===== src/rtl/lights_pkg.sv =====
// Shared constants, state encoding and fade helper for the RGB LED lights path.
// Colour words are packed red [23:16], green [15:8], blue [7:0].
package lights_pkg;

    localparam int RED_MSB = 23;
    localparam int RED_LSB = 16;
    localparam int GRN_MSB = 15;
    localparam int GRN_LSB = 8;
    localparam int BLU_MSB = 7;
    localparam int BLU_LSB = 0;

    // Last pwm_cnt value of a frame: 255 ticks per frame, so duty 255 is solid on.
    localparam logic [7:0] PWM_TOP = 8'd254;

    localparam logic [23:0] WHITE   = 24'hFFFFFF;
    localparam logic [23:0] BLUE    = 24'h0000FF;
    localparam logic [23:0] GREEN   = 24'h00FF00;
    localparam logic [23:0] CYAN    = 24'h00FFFF;
    localparam logic [23:0] RED     = 24'hFF0000;
    localparam logic [23:0] MAGENTA = 24'hFF00FF;
    localparam logic [23:0] YELLOW  = 24'hFFFF00;
    localparam logic [23:0] OFF     = 24'h000000;

    typedef enum logic [0:0] {
        IDLE   = 1'b0,
        FADING = 1'b1
    } fade_state_t;

    // One fade step of duty towards target, clamped so it lands exactly on target.
    function automatic logic [7:0] fade_toward(input logic [7:0] duty,
                                               input logic [7:0] target,
                                               input logic [8:0] step);
        logic [8:0] d9;
        logic [8:0] t9;
        d9 = {1'b0, duty};
        t9 = {1'b0, target};
        if (t9 >= d9) begin
            return ((t9 - d9) > step) ? 8'(d9 + step) : target;
        end else begin
            return ((d9 - t9) > step) ? 8'(d9 - step) : target;
        end
    endfunction

endpackage


===== src/rtl/pwm_channel.sv =====
// One colour channel: holds the live duty, applies the fade step at frame
// boundaries and drives the registered PWM compare output.
module pwm_channel
    import lights_pkg::*;
#(
    parameter int FADE_STEP = 0
) (
    input  logic       clk,
    input  logic       rst,
    input  logic       enable,
    input  logic       boundary,
    input  logic [7:0] target,
    input  logic [7:0] pwm_cnt,
    output logic       pwm_out,
    output logic [7:0] duty,
    output logic [7:0] duty_next
);

    // Steps wider than the duty range behave like a straight jump.
    localparam logic [8:0] STEP9 = (FADE_STEP > 255) ? 9'd255 : 9'(FADE_STEP);

    always_comb begin
        duty_next = target;
        if (FADE_STEP != 0) begin
            duty_next = fade_toward(duty, target, STEP9);
        end
    end

    always_ff @(posedge clk) begin
        if (rst) begin
            duty    <= 8'd0;
            pwm_out <= 1'b0;
        end else begin
            if (boundary) begin
                duty <= duty_next;
            end
            pwm_out <= enable & (pwm_cnt < duty);
        end
    end

endmodule


===== src/rtl/rgb_pwm_driver.sv =====
// Drives the board RGB LED from a 24-bit colour word with glitch-free,
// frame-aligned duty updates and an optional per-frame linear fade.
module rgb_pwm_driver
    import lights_pkg::*;
#(
    parameter int PRESCALE  = 1,
    parameter int FADE_STEP = 0
) (
    input  logic        clk,
    input  logic        rst,
    input  logic        enable,
    input  logic [23:0] light,
    output logic        r_out,
    output logic        g_out,
    output logic        b_out,
    output logic        frame_start,
    output logic        busy
);

    if (PRESCALE < 1 || PRESCALE > 65535) begin : g_bad_prescale
        $error("rgb_pwm_driver: PRESCALE must be in 1..65535");
    end

    if (FADE_STEP < 0) begin : g_bad_fade_step
        $error("rgb_pwm_driver: FADE_STEP must not be negative");
    end

    localparam logic [15:0] PRESC_LAST = 16'(PRESCALE - 1);
    localparam bit          FADE_EN    = (FADE_STEP > 0);

    logic [15:0] presc_cnt;
    logic [7:0]  pwm_cnt;
    logic        tick;
    logic        boundary;
    fade_state_t state;

    logic [7:0] target_r, target_g, target_b;
    logic [7:0] duty_r, duty_g, duty_b;
    logic [7:0] next_r, next_g, next_b;
    logic       any_diff;
    logic       all_settled;

    assign target_r = light[RED_MSB:RED_LSB];
    assign target_g = light[GRN_MSB:GRN_LSB];
    assign target_b = light[BLU_MSB:BLU_LSB];

    assign tick     = (presc_cnt == PRESC_LAST);
    assign boundary = tick && (pwm_cnt == PWM_TOP);

    // any_diff looks at the duties before the update, all_settled at the duties after it.
    assign any_diff    = (duty_r != target_r) || (duty_g != target_g) || (duty_b != target_b);
    assign all_settled = (next_r == target_r) && (next_g == target_g) && (next_b == target_b);

    always_ff @(posedge clk) begin
        if (rst) begin
            presc_cnt   <= 16'd0;
            pwm_cnt     <= 8'd0;
            frame_start <= 1'b0;
        end else begin
            presc_cnt <= tick ? 16'd0 : presc_cnt + 16'd1;
            if (tick) begin
                pwm_cnt <= (pwm_cnt == PWM_TOP) ? 8'd0 : pwm_cnt + 8'd1;
            end
            frame_start <= boundary;
        end
    end

    always_ff @(posedge clk) begin
        if (rst) begin
            state <= IDLE;
            busy  <= 1'b0;
        end else begin
            case (state)
                IDLE: begin
                    if (FADE_EN && boundary && any_diff) begin
                        state <= FADING;
                        busy  <= 1'b1;
                    end
                end
                FADING: begin
                    // A new target mid-fade simply becomes the goal of the next steps.
                    if (boundary && all_settled) begin
                        state <= IDLE;
                        busy  <= 1'b0;
                    end
                end
                default: begin
                    state <= IDLE;
                    busy  <= 1'b0;
                end
            endcase
        end
    end

    pwm_channel #(.FADE_STEP(FADE_STEP)) u_red (
        .clk       (clk),
        .rst       (rst),
        .enable    (enable),
        .boundary  (boundary),
        .target    (target_r),
        .pwm_cnt   (pwm_cnt),
        .pwm_out   (r_out),
        .duty      (duty_r),
        .duty_next (next_r)
    );

    pwm_channel #(.FADE_STEP(FADE_STEP)) u_green (
        .clk       (clk),
        .rst       (rst),
        .enable    (enable),
        .boundary  (boundary),
        .target    (target_g),
        .pwm_cnt   (pwm_cnt),
        .pwm_out   (g_out),
        .duty      (duty_g),
        .duty_next (next_g)
    );

    pwm_channel #(.FADE_STEP(FADE_STEP)) u_blue (
        .clk       (clk),
        .rst       (rst),
        .enable    (enable),
        .boundary  (boundary),
        .target    (target_b),
        .pwm_cnt   (pwm_cnt),
        .pwm_out   (b_out),
        .duty      (duty_b),
        .duty_next (next_b)
    );

endmodule


===== config.mk =====
export PLATFORM = sky130hd
export DESIGN_NAME = rgb_pwm_driver
export DESIGN_NICKNAME = d
export VERILOG_FILES = /design/src/rtl/lights_pkg.sv /design/src/rtl/pwm_channel.sv /design/src/rtl/rgb_pwm_driver.sv
export SDC_FILE = /design/constraint.sdc
export NUM_CORES = 1
export LEC_CHECK = 0
export CELL_PAD_IN_SITES_DETAIL_PLACEMENT = 1
export CELL_PAD_IN_SITES_GLOBAL_PLACEMENT = 1
export CORE_MARGIN = 2
export CORE_UTILIZATION = 39
export DETAILED_ROUTE_END_ITERATION = 16
export GPL_ROUTABILITY_DRIVEN = 0
export PLACE_DENSITY = 0.87
export SYNTH_ARGS = -nofsm -noshare
export SYNTH_HDL_FRONTEND = slang
export SYNTH_SLANG_ARGS = --single-unit

===== constraint.sdc =====
create_clock -name clk -period 1.8 [get_ports clk]
set_input_delay 0.45 -clock clk [delete_from_list [all_inputs] [get_ports clk]]
set_output_delay 0.45 -clock clk [all_outputs]
set_load 0.05 [all_outputs]

## Word-level counts from Yosys, hierarchy flattened

Cells that the tools add are included.

- Add/subtract/negate cells: 2
- Order comparisons: 3
- Equality and inequality tests: 1
- Muxes and demuxes: 1
- Bitwise gates (word level): 3
- Reduce and logical (&&, ||, !) cells: 3

Operator list:

| kind | number |
|---|---|
| $lt 8x8->1 | 3 |
| $add 16x1->16 const B | 1 |
| $logic_not 16->1 | 1 |
| $add 8x1->8 const B | 1 |
| $eq 8x8->1 const B | 1 |
| $mux 8 | 1 |
| $and 1x1->1 | 3 |
| $reduce_or 2->1 | 1 |
| $logic_and 1x1->1 | 1 |

- Register bits after elaboration: 52
- Output and inout port bits: 5
- Word-level logic and storage cells: 22

## Logic depth before layout (Yosys ltp)

- Depth after elaboration: 2
- Mapped depth: 8

## Hierarchy

Synthesis repeated with hierarchy kept, for this count alone.

- Cells, all modules: 316
- Area total of the unflattened synthesis: 2877.8 µm²

Modules (own cells, without submodules):

| module | instances | cells each | area an instance (µm²) |
|---|---|---|---|
| pwm_channel | 3 | 58 | 544.3 |
| rgb_pwm_driver | 1 | 142 | 1244.9 |

## Least setup slack after synthesis

No wires, ideal clock.

- Path kind: reg-to-reg
- From: reg presc_cnt[0]
- To: reg u_blue.duty[0]
- Setup time: 0.072 ns
- Data arrival time: 1.710 ns
- Data required time: 1.728 ns
- Slack: 0.018 ns
- Cell stages (with the launch flop): 8
- Path buffers: 1
- Clock period less this slack: 1.782 ns
- Cell sequence: dfxtp_1 > inv_1 > ha_1 > nor4b_1 > nand4_2 > nor2_2 > buf_6 > mux2i_1

- Cells in the longest elaborated chain, start to end: 2

Ends and longest elaborated chain:

| item | line | source |
|---|---|---|
| start, declared | rgb_pwm_driver.sv:31 | `logic [15:0] presc_cnt;` |
| start signal, assigned | rgb_pwm_driver.sv:60 | `presc_cnt <= tick ? 16'd0 : presc_cnt + 16'd1;` |
| $logic_not 16->1 | rgb_pwm_driver.sv:47 | `assign tick = (presc_cnt == PRESC_LAST);` |
| $logic_and 1x1->1 | rgb_pwm_driver.sv:48 | `assign boundary = tick && (pwm_cnt == PWM_TOP);` |
| end signal, assigned | pwm_channel.sv:35 | `duty <= duty_next;` |
| end, declared | pwm_channel.sv:15 | `output logic [7:0] duty,` |

Every way passes these cells.
A chain may end at the register's enable or synchronous reset.

## Worst setup path in the final report

- From: reg presc_cnt[1]
- To: reg pwm_cnt[0]

- Cells in the longest elaborated chain, start to end: 1

Ends and longest elaborated chain:

| item | line | source |
|---|---|---|
| $logic_not 16->1 | rgb_pwm_driver.sv:47 |  |
| end signal, assigned | rgb_pwm_driver.sv:62 | `pwm_cnt <= (pwm_cnt == PWM_TOP) ? 8'd0 : pwm_cnt + 8'd1;` |
| end, declared | rgb_pwm_driver.sv:32 | `logic [7:0] pwm_cnt;` |

Every way passes these cells.

==> reports/results.ini <==
[logic_synthesis]
yosysMostFrequentCell = nand2b_1
yosys-top-cells-count = nand2b_1, dfxtp_1, inv_1
synth_area_leaders = dfxtp_1, nand2b_1, ha_1
synth_ff_type = dfxtp_1
synth_area_leader_cell = dfxtp_1
ys_types = 37
ys_seq_area_share_pct = 36.1
yosys_warnings = 0
synthesis.instances = 322
synth_seq_cells = 52
syn_nets = 374
synth-edff-count = 0
syn_area_um2 = 2880
ys_async_sr_fraction_pct = 0
syn_area_per_cell_um2 = 8.95
synth.top_cell.area_share_pct = 36.1

[power_and_ir_drop]
swShare_pct = 23.7
clkPwrFrac_pct = 37.6
finalPower_mw = 2.22
internal-power_mw = 1.69
power.switching_uw = 527
combPwrFrac_pct = 9.9
vdd_drop_max_v = 0.000267
pwr-share-seq_pct = 52.5
p_leak_nw = 1.38
power_density_nw_per_um2 = 582

[global_route]
antenna_found_initial = 0
grt_start_max_net_pins = 29
grt-ovfl-total = 0
grt_pass1_vias = 2724
grt_use_total_pct = 18.8
grt_pass1_wl_mm = 12.5

[clock_tree]
numCtsBuffers = 5
cts_tree = done
h-tree-depth = 2
clkLatencyLatePin_ps = 320
cts_root_buffer = clkbuf_8
path_clk_slew_ps = 100
cts_num_sinks = 52
clock_path_buffers = 2

[finish]
regArea_um2 = 1050
n_antenna_cell = 0
final_cell_area_um2 = 3820
nFillCells = 830
finalNonFillerCells = 488
multi_input_area_um2 = 1780
num-nets-final = 440
drive_gt1_share_pct = 22.6
area_growth_pct = 32.6

[outcome]
violations = setup timing
status = finished with violations

[timing]
holdWs_ps = 481
fmax_mhz = 545
hold_violations = 0
final-max-slew-violation-count = 0
fin_skew_ps = 7.40
min_period_over_period_pct = 102
setup_viol = 1
fin_ws_ps = -33.4
rsz0062_at_grt = true
layout_min_cycle_time_ps = 1830

[placement]
dpl.hpwl_mm = 5.51
port_buffers = 30
dpl_cell_area_um2 = 3480
pre_cts_slack_ps = -86.2
place_inst = 470

[critical_path]
slowest_stage = dfxtp_2
crit_chain = inv_2 > ha_4 > nor4b_4 > nand4_2 > buf_8 > buf_6 > buf_4 > or3_4 > a21oi_2
path_max_fanout = 6
critPathLaunchType = flop
cp_data_required_time_ps = 2070
cp-end-kind = flop
cp.arrival_ps = 2100
critical-path-max-stage-delay_ps = 340
crit_type = flop to flop

[drt]
drt_iter0_drc = 78
num_vias = 2538
wire_per_inst_um = 16.6
dr.pass1.iters = 4
drc = 0
ant_nets = 0
via_per_inst = 5.20
drt-total-wl_mm = 8.12

[floorplan]
num_rows = 31
die_area_um2 = 8100
start_util_pct = 40.0
io_pins = 32
die_x_um = 90.0
core_um2 = 7210
chipHeight_um = 90.0

[min_path]
hold_path.class = flop to flop

[flow_run]
maxCapViolCount = 0

[stage by stage]
| stage | setup TNS (ps) | utilization (%) |
|---|---|---|
| 4_1_cts | 0 | 49.9 |
| 5_1_grt | -1510 | 53.0 |
| 3_3_place_gp | 0 | 48.2 |
| 6_report | -33.4 | 53.0 |
| 2_1_floorplan | 0 | - |
| 3_5_place_dp | -321 | 48.2 |
[worst max-delay path, delay by kind of cell, from the launching register on]
family | cells | cell delay (ps)
adders and majority gates | 1 | 130
buffers and inverters | 4 | 490
DFF | 1 | 340
AOI/OAI and AO/OA | 1 | 120
and+or+nand+nor | 3 | 680
[power by group through the flow]
stage / logic (mW) / registers [mW] / clock network, mW
after floorplan: 0.0933 / 1.21 / 0
after global placement: 0.204 / 1.19 / 0
after detailed placement: 0.210 / 1.19 / 0
after CTS: 0.212 / 1.17 / 0.838
after global routing: 0.239 / 1.17 / 0.888
final: 0.220 / 1.17 / 0.836
[logic make-up (layout without fill, tap and decap cells)]
| kind of cell | count (synthesis) | count (layout) | share of synthesized area [%] |
|---|---|---|---|
| flip-flops | 52 | 52 | 36.1 |
| AND/OR/NAND/NOR | 129 | 129 | 26.5 |
| buffers and inverters | 40 | 107 | 5.95 |
| XOR/XNOR | 13 | 13 | 3.95 |
| multiplexers | 24 | 24 | 8.33 |
| adder cells (fa/ha/maj) | 25 | 25 | 10.9 |
| AO/OA/AOI/OAI | 38 | 38 | 8.20 |
| other | 1 | 1 | 0.130 |
[registers in the layout (all words and copies together), names as in the netlist]
name / flops
presc_cnt: 16
frame_start: 1
u_red.pwm_out: 1
u_blue.pwm_out: 1
u_green.duty: 8
u_green.pwm_out: 1
pwm_cnt: 8
u_red.duty: 8
u_blue.duty: 8
[area by class of cell]
type,count,area share [%]
Multi-Input combinational cell,230,46.6
Sequential cell,52,27.6
Timing Repair Buffer,72,17.0
Tap cell,99,3.24
Inverter,27,2.65
Clock buffer,5,1.80
Clock inverter,3,1.11
[worst paths after layout]
path	start	to	slack [ps]	depth (start not counted)
max	presc_cnt[1]	pwm_cnt[0]	-30	9
min	u_red.duty[1]	u_red.duty[1]	480	2
max reg2reg	presc_cnt[1]	pwm_cnt[0]	-30	9
min reg2reg	u_red.duty[1]	u_red.duty[1]	480	2
[per-layer routing]
| metal | GRT usage (%) | share of wire (%) | vias to the layer above |
|---|---|---|---|
| met5 | 0 | 0 | - |
| met1 | 21.1 | 41 | 1238 |
| met2 | 35.7 | 54 | 43 |
| met3 | 2.93 | 2.6 | 19 |
| li1 | - | - | 1238 |
| met4 | 6.92 | 2.6 | 0 |
[cells in the final DEF, fill, tap and decap left out, drive strengths merged, types with 2 or more instances in the layout]
| cell | netlist | final |
|---|---|---|
| nand2b | 55 | 55 |
| dfxtp | 52 | 52 |
| buf | 5 | 44 |
| inv | 27 | 27 |
| clkdlybuf4s50 | 0 | 26 |
| ha | 25 | 25 |
| mux2i | 24 | 24 |
| nor2 | 17 | 17 |
| a21oi | 15 | 15 |
| or4 | 11 | 11 |
| xnor2 | 10 | 10 |
| nand3 | 9 | 9 |
| nand2 | 8 | 8 |
| nor3 | 7 | 7 |
| clkbuf | 8 | 7 |
| o21a | 6 | 6 |
| o21ai | 6 | 6 |
| nand4 | 5 | 5 |
| nor4 | 5 | 5 |
| or3 | 4 | 4 |
| and3 | 3 | 3 |
| xor2 | 3 | 3 |
| a21o | 3 | 3 |
| o2111ai | 3 | 3 |
| a211oi | 3 | 3 |
| and2 | 2 | 2 |
[repair_timing]
| action | 4_1_cts | 5_1_grt |
|---|---|---|
| pin swaps | 0 | 13 |
| endpoints found under the setup margin | 28 | 30 |
| gates cloned | 0 | 1 |
| gates resized for setup | 2 | 42 |
| hold buffers | 0 | 0 |
| endpoints found under the hold margin | 0 | 0 |
| buffers inserted | 0 | 10 |
Note: power is estimated with default switching activity, not from simulation.
==> RTL edit, RTL diff (same flow settings) <==
Add an input register stage for `enable` and `light`, with the module's reset; this delays them by one clock.
--- a/src/rtl/rgb_pwm_driver.sv
+++ b/src/rtl/rgb_pwm_driver.sv
@@ -16,6 +16,19 @@
     output logic        frame_start,
     output logic        busy
 );
+
+    logic enable_q;
+    logic [23:0] light_q;
+
+    always_ff @(posedge clk) begin
+        if (rst) begin
+            enable_q <= '0;
+            light_q  <= '0;
+        end else begin
+            enable_q <= enable;
+            light_q  <= light;
+        end
+    end
 
     if (PRESCALE < 1 || PRESCALE > 65535) begin : g_bad_prescale
         $error("rgb_pwm_driver: PRESCALE must be in 1..65535");
@@ -40,9 +53,9 @@
     logic       any_diff;
     logic       all_settled;
 
-    assign target_r = light[RED_MSB:RED_LSB];
-    assign target_g = light[GRN_MSB:GRN_LSB];
-    assign target_b = light[BLU_MSB:BLU_LSB];
+    assign target_r = light_q[RED_MSB:RED_LSB];
+    assign target_g = light_q[GRN_MSB:GRN_LSB];
+    assign target_b = light_q[BLU_MSB:BLU_LSB];
 
     assign tick     = (presc_cnt == PRESC_LAST);
     assign boundary = tick && (pwm_cnt == PWM_TOP);
@@ -95,7 +108,7 @@
     pwm_channel #(.FADE_STEP(FADE_STEP)) u_red (
         .clk       (clk),
         .rst       (rst),
-        .enable    (enable),
+        .enable    (enable_q),
         .boundary  (boundary),
         .target    (target_r),
         .pwm_cnt   (pwm_cnt),
@@ -107,7 +120,7 @@
     pwm_channel #(.FADE_STEP(FADE_STEP)) u_green (
         .clk       (clk),
         .rst       (rst),
-        .enable    (enable),
+        .enable    (enable_q),
         .boundary  (boundary),
         .target    (target_g),
         .pwm_cnt   (pwm_cnt),
@@ -119,7 +132,7 @@
     pwm_channel #(.FADE_STEP(FADE_STEP)) u_blue (
         .clk       (clk),
         .rst       (rst),
-        .enable    (enable),
+        .enable    (enable_q),
         .boundary  (boundary),
         .target    (target_b),
         .pwm_cnt   (pwm_cnt),
Formal check against the unedited RTL: no difference found for any inputs over 10 cycles, from zero or initial values and one cycle with rst high; that may be too few to reach the edited logic, so the function may still have changed.
==> RTL edit against the unedited design <==
  * Sequential cell count is 25 higher
  * Sequential power up 50%
  * Synthesized area increased by 17%
  * Hold slack worse by 82 ps
  * Die area up 17%
  * Total power increased by 53%
  * Cell area increased by 8.7%
  * Worst setup slack improved by 64 ps
  * Wire length rose by 3.5%
  * First-iteration DRC count up 32%
  * Critical path type unchanged
==> RTL edit: results (changes against the unedited design) <==
Yosys
  • Area contributors post-synth: dfxtp_1 46%, ha_1 9.2%, a21oi_1 5.2%, nand3_1 4.9%, nor2b_1 4.6% (was dfxtp_1 36%, nand2b_1 12%, ha_1 11%, mux2i_1 8.3%, inv_1 3.5%)
  • Cells after synthesis: 379 (was 322)
  • Register area share after synthesis: 45.6% (was 36.1%)
  • Syn nets: 431 (was 374)
  • Most frequent cells after synthesis: 77 x dfxtp_1, 35 x a21oi_1, 33 x nand3_1 (was 55 x nand2b_1, 52 x dfxtp_1, 27 x inv_1)

Final layout
  • Layout Nets: 472 (was 440)
  • Fraction of layout cells with a size suffix above 1: 12.0% (was 22.6%)

Worst setup path
  • CP arrival: 2070 ps (was 2100 ps)
  • FF-to-FF path depth: 5 (was 9)
  • CP peak stage delay: 370 ps (was 340 ps)
  • Max stage delay cell, worst path: nor3_1 (was dfxtp_2)
  • Reg-to-reg setup timing slack: 30 ps (was -30 ps)

Routing
  • Routed WL per cell: 15.9 um (was 16.6 um)
  • Routed WL: 8400 um (was 8120 um)
  • Vias per inst: 5.38 (was 5.20)

Placed design
  • Placed wire-length estimate: 5810 um (was 5510 um)

Hold path
  • Hold_sp: rst (was u_red.duty[1])
  • Worst hold path endpoint: pwm_cnt[4] (was u_red.duty[1])
  • Worst Hold Class: input port to flip-flop (was flip-flop to flip-flop)

GRT
  • Number of global-route vias before repair: 2963 (was 2724)
  • Total GRT Usage: 18.4% (was 18.8%)
  • Largest net degree at the start of global routing: 35 (was 29)

Clocking
  • CTS buffer count: 9 (was 5)

STA
  • Clock Skew: 12.9 ps (was 7.40 ps)

Outcome
  • Status: finished, final reports clean (was finished with violations)

Power and ir drop
  • Max VDD drop: 0.000377 V (was 0.000267 V)
## RTL edit: cell types whose count changed in the layout (fill, tap and decap cells not counted), sizes merged, moves of 17 or more
cell | unedited run | this run
buf | 44 | 27
a21oi | 15 | 35
mux2i | 24 | 0
nand2b | 55 | 3
dfxtp | 52 | 77
o21ai | 6 | 29
nor2b | 0 | 25
nand3 | 9 | 33
## RTL edit: kinds of logic after synthesis
| logic type | after synthesis | share of synthesized area [%] |
|---|---|---|
| AO/OA/AOI/OAI | 84 | 14.2 |
| XOR/XNOR | 14 | 3.63 |
| adder cells (fa/ha/maj) | 25 | 9.25 |
| buffers and inverters | 51 | 6.07 |
| flip-flops | 77 | 45.6 |
| other | 1 | 0.111 |
| AND/OR/NAND/NOR | 127 | 21.2 |
## RTL edit: per-layer routing
metal  vias up  global-route usage, %  share of wire (%)
li1       1395                      -                  -
met1      1403                   21.4                 44
met2        42                   32.3                 51
met3        13                   3.81                2.5
met4         0                   8.78                1.8
met5         -                      0                  0
## RTL edit: layout make-up
| cell class | instances | area, um^2 |
|---|---|---|
| clock inverters | 7 | 100 |
| well taps | 105 | 131 |
| multi-input cells | 251 | 1660 |
| clock buffers | 9 | 124 |
| inverters | 29 | 109 |
| flip-flops and latches | 77 | 1540 |
| fillers | 955 | 4140 |
| repair buffers | 52 | 488 |
## RTL edit: through the flow
step / setup slack, ps / cell area, um^2 / hold slack (ps) / utilization [%]
floorplan: 103 / 3380 / 429 / -
global placement: 155 / 3910 / 435 / 47.1
detailed placement: 31.3 / 3910 / 444 / 47.1
CTS: 3.56 / 4130 / 396 / 49.8
global route: -25.5 / 4160 / 393 / 50.1
finish: 30.4 / 4160 / 398 / 50.1
## RTL edit: worst max path at each step
| stage | end | slack, ps | start |
|---|---|---|---|
| 6_report | pwm_cnt[1] | 30 | presc_cnt[7] |
| 5_1_grt | pwm_cnt[1] | -30 | presc_cnt[0] |
| 4_1_cts | pwm_cnt[1] | 4 | presc_cnt[0] |
| 3_5_place_dp | u_green.duty[5] | 30 | presc_cnt[0] |
| 3_3_place_gp | pwm_cnt[1] | 150 | presc_cnt[0] |
| 2_1_floorplan | pwm_cnt[1] | 100 | pwm_cnt[0] |
## RTL edit: report_power, final
group          total (mW)  leakage [nW]  internal [mW]  switching, mW
Combinational       0.181         0.750          0.102         0.0799
Sequential           1.76         0.628           1.74         0.0168
Clock                1.47         0.113          0.787          0.679
## RTL edit: worst reg2reg max path: stages, from the launching register on
cell and delay, ps:
dfxtp_1 360, nor3_1 370, nand4_2 220, buf_12 220
or3_1 390, a21oi_1 140
